`config.mk`:
```
export PLATFORM = sky130hd
export DESIGN_NAME = irq_ctrl
export DESIGN_NICKNAME = d
export VERILOG_FILES = /design/src/rtl/irq_ctrl.sv
export SDC_FILE = /design/constraint.sdc
export NUM_CORES = 1
export LEC_CHECK = 0
export ABC_AREA = 1
export BUFFER_PORTS_ARGS = -buffer_cell sky130_fd_sc_hd__buf_2
export CAP_MARGIN = 0
export CORE_MARGIN = 2
export CORE_UTILIZATION = 44
export DETAILED_ROUTE_END_ITERATION = 10
export PLACE_DENSITY = 0.71
export SETUP_SLACK_MARGIN = 0.4
export SLEW_MARGIN = 20
export SYNTH_ARGS = -nofsm -noshare
export SYNTH_HDL_FRONTEND = slang
export SYNTH_SLANG_ARGS = --single-unit
```
`constraint.sdc`:
```
create_clock -name clk_i -period 1.3 [get_ports clk_i]
set_input_delay 0.26 -clock clk_i [delete_from_list [all_inputs] [get_ports clk_i]]
set_output_delay 0.26 -clock clk_i [all_outputs]
set_load 0.01 [all_outputs]
```
`src/rtl/irq_ctrl.sv`:
```
// Interrupt dispatch stage: collects timer, SGI and external edge events into a pending
// vector and presents one prioritised, masked request to the core over req/ack.
module irq_ctrl #(
   parameter int IRQ_NUM_POW = 4,
   localparam int N = 1 << IRQ_NUM_POW
) (
   input  logic                   clk_i,
   input  logic                   rst_ni,
   input  logic [N-1:0]           irq_en_bi,
   input  logic                   irq_timer_i,
   input  logic                   sgi_req_i,
   input  logic [IRQ_NUM_POW-1:0] sgi_code_bi,
   input  logic [N-1:0]           irq_bi,
   output logic                   irq_req_o,
   output logic [IRQ_NUM_POW-1:0] irq_code_bo,
   input  logic                   irq_ack_i,
   output logic [N-1:0]           pending_bo
);

   typedef enum logic {
      IDLE = 1'b0,
      REQ  = 1'b1
   } state_t;

   state_t                 state_q, state_d;
   logic [IRQ_NUM_POW-1:0] code_q, code_d;
   logic [N-1:0]           pending_q, pending_d;
   logic [N-1:0]           prev_q;
   logic [N-1:0]           rise;
   logic [N-1:0]           set_vec;
   logic [N-1:0]           clr_vec;
   logic [N-1:0]           eligible;
   logic [IRQ_NUM_POW-1:0] winner;

   // All event sources OR into one set vector; history starting at 0 makes a line
   // already high at reset release count as a rising edge.
   always_comb begin
      rise    = irq_bi & ~prev_q;
      set_vec = rise;
      if (irq_timer_i) begin
         set_vec[0] = 1'b1;
      end
      if (sgi_req_i) begin
         set_vec[sgi_code_bi] = 1'b1;
      end
   end

   // Lowest-index eligible line wins; scanning downwards lets the last hit be the lowest.
   always_comb begin
      eligible = pending_q & irq_en_bi;
      winner   = '0;
      for (int i = N - 1; i >= 0; i--) begin
         if (eligible[i]) begin
            winner = IRQ_NUM_POW'(i);
         end
      end
   end

   always_comb begin
      state_d = state_q;
      code_d  = code_q;
      clr_vec = '0;
      case (state_q)
         IDLE: begin
            if (|eligible) begin
               state_d = REQ;
               code_d  = winner;
            end
         end
         REQ: begin
            if (irq_ack_i) begin
               state_d          = IDLE;
               clr_vec[code_q]  = 1'b1;
            end
         end
         default: begin
            state_d = IDLE;
         end
      endcase
      // A set arriving together with the ack-clear wins so no event is lost.
      pending_d = (pending_q & ~clr_vec) | set_vec;
   end

   always_ff @(posedge clk_i) begin
      if (!rst_ni) begin
         state_q   <= IDLE;
         code_q    <= '0;
         pending_q <= '0;
         prev_q    <= '0;
      end else begin
         state_q   <= state_d;
         code_q    <= code_d;
         pending_q <= pending_d;
         prev_q    <= irq_bi;
      end
   end

   assign irq_req_o   = (state_q == REQ);
   assign irq_code_bo = code_q;
   assign pending_bo  = pending_q;

endmodule

```
# Word level (Yosys, flattened, before mapping)
# Cells that the tools add are included.
[word_totals] output_inout_bits=21 wordCells=47 in_bits=41 ff_bits=37
[classes] n_bitwise=8 order_cmp=4 n_reduce_logical=4 muxes=27
[ops] operator="4-bit 2-to-1 mux" count=16
[ops] operator="16-bit bitwise AND" count=3
[ops] operator="16-bit 2-to-1 mux" count=3
[ops] operator="16-bit NOT" count=2
[ops] operator="16-bit OR" count=2
[ops] operator="16-bit OR reduction" count=1
[ops] operator="4-bit by 5-bit less-than comparator with 1-bit output (second input constant)" count=2
[ops] operator="1-bit demux with 4-bit select" count=2
[ops] operator="4-bit by 1-bit >= comparator with 1-bit output (second input constant)" count=2
[ops] operator="1-bit 2-to-1 mux" count=5
[ops] operator="1-bit logical AND" count=2
[ops] operator="1-bit case mux with 2 select lines" count=1
[ops] operator="2-bit AND reduction" count=1
[ops] operator="1-bit NOT" count=1

# Depth between registers and ports, before layout
[depth] ltp_word=17 mapped_depth=18 depth_no_buf=18

# Worst setup path before layout
# Ideal clock, no wire load.
[synth_path] kind="flip-flop to flip-flop" start="reg pending_q[15] (netlist: pending_bo[15])" end="reg code_q[0] (netlist: irq_code_bo[0])" stages_incl_launch_ff=19 path_slack_ns=0.017 arrival_ns=1.216 synth_period_minus_slack_ns=1.283 n_path_buf=0 setup_ns=0.067 required_time_ns=1.233 cell_sequence="dfxtp_1 > nand2_1 > inv_1 > nand2_1 > nand2_1 > nand2_1 > nand2_1 > nand2_1 > nand2_1 > nand2_1 > nand2_1 > nand2_1 > nand2_1 > nand2_1 > nand2_1 > nand2_1 > nand2_1 > nand2_1 > a21oi_2"
[synth_between] elab_chain_len=17 elab_cells_between_ends=19 classes_between="16 x mux; 1 x bitwise; 2 x reduce/logical"
[synth_lines] item="start: declaration" line_no="27" source="logic [N-1:0] pending_q, pending_d;"
[synth_lines] item="start signal: assignment" line_no="93" source="pending_q <= pending_d;"
[synth_lines] item="16-bit bitwise AND (*)" line_no="50" source="eligible = pending_q & irq_en_bi;"
[synth_lines] item="4-bit 2-to-1 mux (16 in a row)" line_no="53" source="if (eligible[i]) begin"
[synth_lines] item="end signal: assignment" line_no="92" source="code_q <= code_d;"
[synth_lines] item="end: declaration" line_no="26" source="logic [IRQ_NUM_POW-1:0] code_q, code_d;"
# Mark *: on every way between the ends. The rest lies on a longest branch, timed or not.
# A chain may end at the register's enable or synchronous reset.

# Worst setup path in the final report
# Ends and elaborated chain as after synthesis.

==> results by group <==
Run status
  • Status: complete, but fails checks
  • Failing checks: setup timing

Power
  • Power share of the sequential group: 45.4%
  • Switching share of power: 31.2%
  • Switching Power: 907 uW
  • Power per Cell Area: 1040 mW/mm^2
  • Clock power share: 25.2%
  • Gate power share: 29.4%
  • Lkg Pwr: 1.43 nW
  • Pint: 2.00 mW
  • Max rail drop VDD: 0.815 mV

Placement
  • Placed cell count: 378
  • Buffers on Ports: 61
  • Gpl congestion: 0.876
  • Detail Placement HPWL: 3.57 mm
  • DP Worst Slack: -116 ps

Final layout
  • Most common cell after layout, fill and taps aside: nand2_1
  • Syn-to-layout area delta: 63.6%
  • Share of layout cells above drive strength 1: 51.0%
  • Final nets: 395
  • Antenna cell count: 0
  • Final Instance Count excl. Fillers: 401
  • Most frequent cells in the layout: nand2_1 (62), buf_2 (43), inv_1 (42)

Routing
  • DRC Markers: 0
  • Drt wl/cell: 13.1 um
  • Pre-antenna DRT Iters: 4
  • Drt first-iter violations: 130
  • Vias/cell: 4.84
  • Routed Wire Length: 5.25 mm
  • Post-route ant nets: 0
  • Vias post-DR: 1940

GRT
  • Global-route wire length before repair: 8.09 mm
  • Vias in the first global route: 1899
  • GRT Residual Overflow: 0
  • Largest net degree at the start of global routing: 22
  • Total GRT Usage: 24.1%
  • Initial antenna violation count: 0

Worst setup path
  • Worst Path Required: 1520 ps
  • Worst setup path end: irq_code_bo[0]$_SDFFE_PN0P_
  • Crit-path cells: nand2_2, inv_1, nand2_1, nand2_1, nand2_1, nand2_1, nand2_1, nand2_1, nand2_1, nand2_1, nand2_2, nand2_1, nand2_1, nand2_1, nand2_1, nand2_1, nand2_1, a21oi_2
  • Top delay family on crit path: simple AND/OR/NAND/NOR gates
  • Crit path from: pending_bo[15]$_SDFF_PN0_
  • Most used cell, CP: nand2_1
  • RR Startpoint: pending_bo[15]$_SDFF_PN0_
  • R2R Path End: irq_code_bo[0]$_SDFFE_PN0P_
  • Slowest cell on the critical path: dfxtp_2
  • Crit. End Element: register
  • Crit path depth: 18
  • R2R setup slack: -150 ps
  • CP peak stage delay: 340 ps
  • Crit path buf inv count: 1
  • Worst-case reg-to-reg path depth: 18
  • WS Path Type: register to register
  • Critical path launch point type: register
  • Worst-path maximum fanout: 2
  • Worst EP arrival: 1670 ps

Clocking
  • CTS tree: built
  • Worst-Skew Late Latency: 280 ps
  • Clock tree buffer depth: 2
  • H-Tree Depth: 2
  • Clock sink count: 37
  • CTS root buf: clkbuf_8
  • Num CTS Buffers: 5
  • Clock transition at the registers of the reported paths: 70 ps
  • Hold_buf cts: 0

Synthesis
  • Sequential element share of the synthesized area: 43.4%
  • Post-synth ARST share: 0%
  • Compound-Gate Fraction of Synth Area: 15.0%
  • Yosys warning count: 0
  • Post-synthesis mux area share: 0%
  • Number of synthesized flops with an enable pin: 0
  • Seq cells post-synth: 37
  • Post-synth top flop: dfxtp_1
  • Largest family of logic cells by synthesized area: simple AND/OR/NAND/NOR gates
  • XOR/XNOR Fraction of Synth Area: 0%
  • Syn Nets: 295
  • Post-Syn Area: 0.00171 sq mm
  • Post-synth cell types: 18
  • Synth Area in Simple Gates: 30.0%
  • Post-Syn Area per Cell: 6.71 sq um
  • Post-Synthesis Cells: 254
  • Synth Area in Adders: 0%

Timing
  • Layout Skew: 3.99 ps
  • Crit share post-route: 112%
  • Worst setup margin: -151 ps
  • Worst Tran Pin Value: 316 ps
  • Hold Vio Cnt, Final: 0
  • Slew headroom: 78.8%
  • Final setup violation count: 1
  • Pins over their slew limit: 0
  • Achievable frequency: 689 MHz
  • RSZ-0062 raised after global routing: yes
  • Tmin final: 1450 ps
  • Setup tns final: -151 ps
  • Hold_ws: 168 ps

Floorplanning
  • Die area: 0.00439 sq mm
  • Chip height: 66.3 um
  • Io pins: 62
  • Die X: 66.3 um
  • Core ar.: 0.00369 sq mm
  • Starting Density: 46.2%
  • Site Rows: 22

Flow run
  • Max Cap Viol: 0

Hold path
  • Min-Delay Path Class: input pin to register
-- flip-flops by register name (all words and copies together), names as in the netlist --
name and flops:
prev_q 16, irq_code_bo 4, pending_bo 16, irq_req_o 1
-- per-layer routing --
layer  GRT usage, %  share of wire [%]
met5              0                  0
met4           6.89                1.1
met1           28.4                 43
met2           43.0                 51
met3           5.96                4.6
-- cell families (layout without fill, tap and decap cells) --
family,Yosys count,after routing
simple gates,121,121
buf+inv,52,151
compound gates,44,44
flops,37,37
-- synth_stat cells (4+ instances only) --
| cell | number | area (sq um) |
|---|---|---|
| nand2_2 | 9 | 56.3 |
| a31oi_1 | 17 | 106 |
| a21oi_1 | 5 | 25.0 |
| dfxtp_1 | 37 | 741 |
| nand2_1 | 79 | 297 |
| nand3_1 | 12 | 60.1 |
| inv_1 | 43 | 161 |
| clkbuf_1 | 4 | 15.0 |
| o21ai_0 | 17 | 85.1 |
| nor2_1 | 15 | 56.3 |
| nor3_1 | 4 | 20.0 |
| inv_2 | 4 | 15.0 |
-- worst min-delay path: stages --
cell	delay (ps)
buf_2	90
nand2_1	40
inv_1	40
-- layout make-up --
class	instances	area (sq um)
clock buffer	5	68.8
fill	279	898
sequential	37	778
tap	48	60.1
clock inverter	1	5.00
multi-input combinational	165	957
timing repair buffer	98	737
inverter	47	184
-- worst min path at each step --
stage | startpoint | end | slack, ps | depth (start not counted)
2_1_floorplan | irq_bi[0] | prev_q[0]$_SDFF_PN0_ | 350 | 2
3_3_place_gp | irq_bi[0] | prev_q[0]$_SDFF_PN0_ | 450 | 3
3_5_place_dp | irq_bi[0] | prev_q[0]$_SDFF_PN0_ | 460 | 3
4_1_cts | irq_bi[0] | prev_q[0]$_SDFF_PN0_ | 170 | 3
6_report | irq_bi[0] | prev_q[0]$_SDFF_PN0_ | 170 | 3
5_1_grt | irq_bi[4] | prev_q[4]$_SDFF_PN0_ | 170 | 3
-- power groups by stage --
stage	logic, mW	registers, mW	clock network, mW
CTS	0.784	1.32	0.730
floorplan	0.282	1.34	0
global route	0.930	1.33	0.792
finish	0.856	1.32	0.733
detailed placement	0.576	1.32	0
global placement	0.569	1.32	0
-- timing repair --
action / 4_1_cts / 5_1_grt
pin swaps: 8 / 3
buffers inserted: 9 / 8
gates resized for setup: 84 / 9
setup endpoints to repair: 42 / 42
hold endpoints to repair: 0 / 0
-- through the flow --
stage | util, % | total power, mW | area [sq um]
CTS | 73.2 | 2.83 | 2700
global placement | 60.7 | 1.89 | 2240
finish | 75.6 | 2.91 | 2790
floorplan | - | 1.62 | 1750
global route | 75.6 | 3.05 | 2790
detailed placement | 60.7 | 1.90 | 2240
No activity file was read; power rests on OpenSTA's default activity.
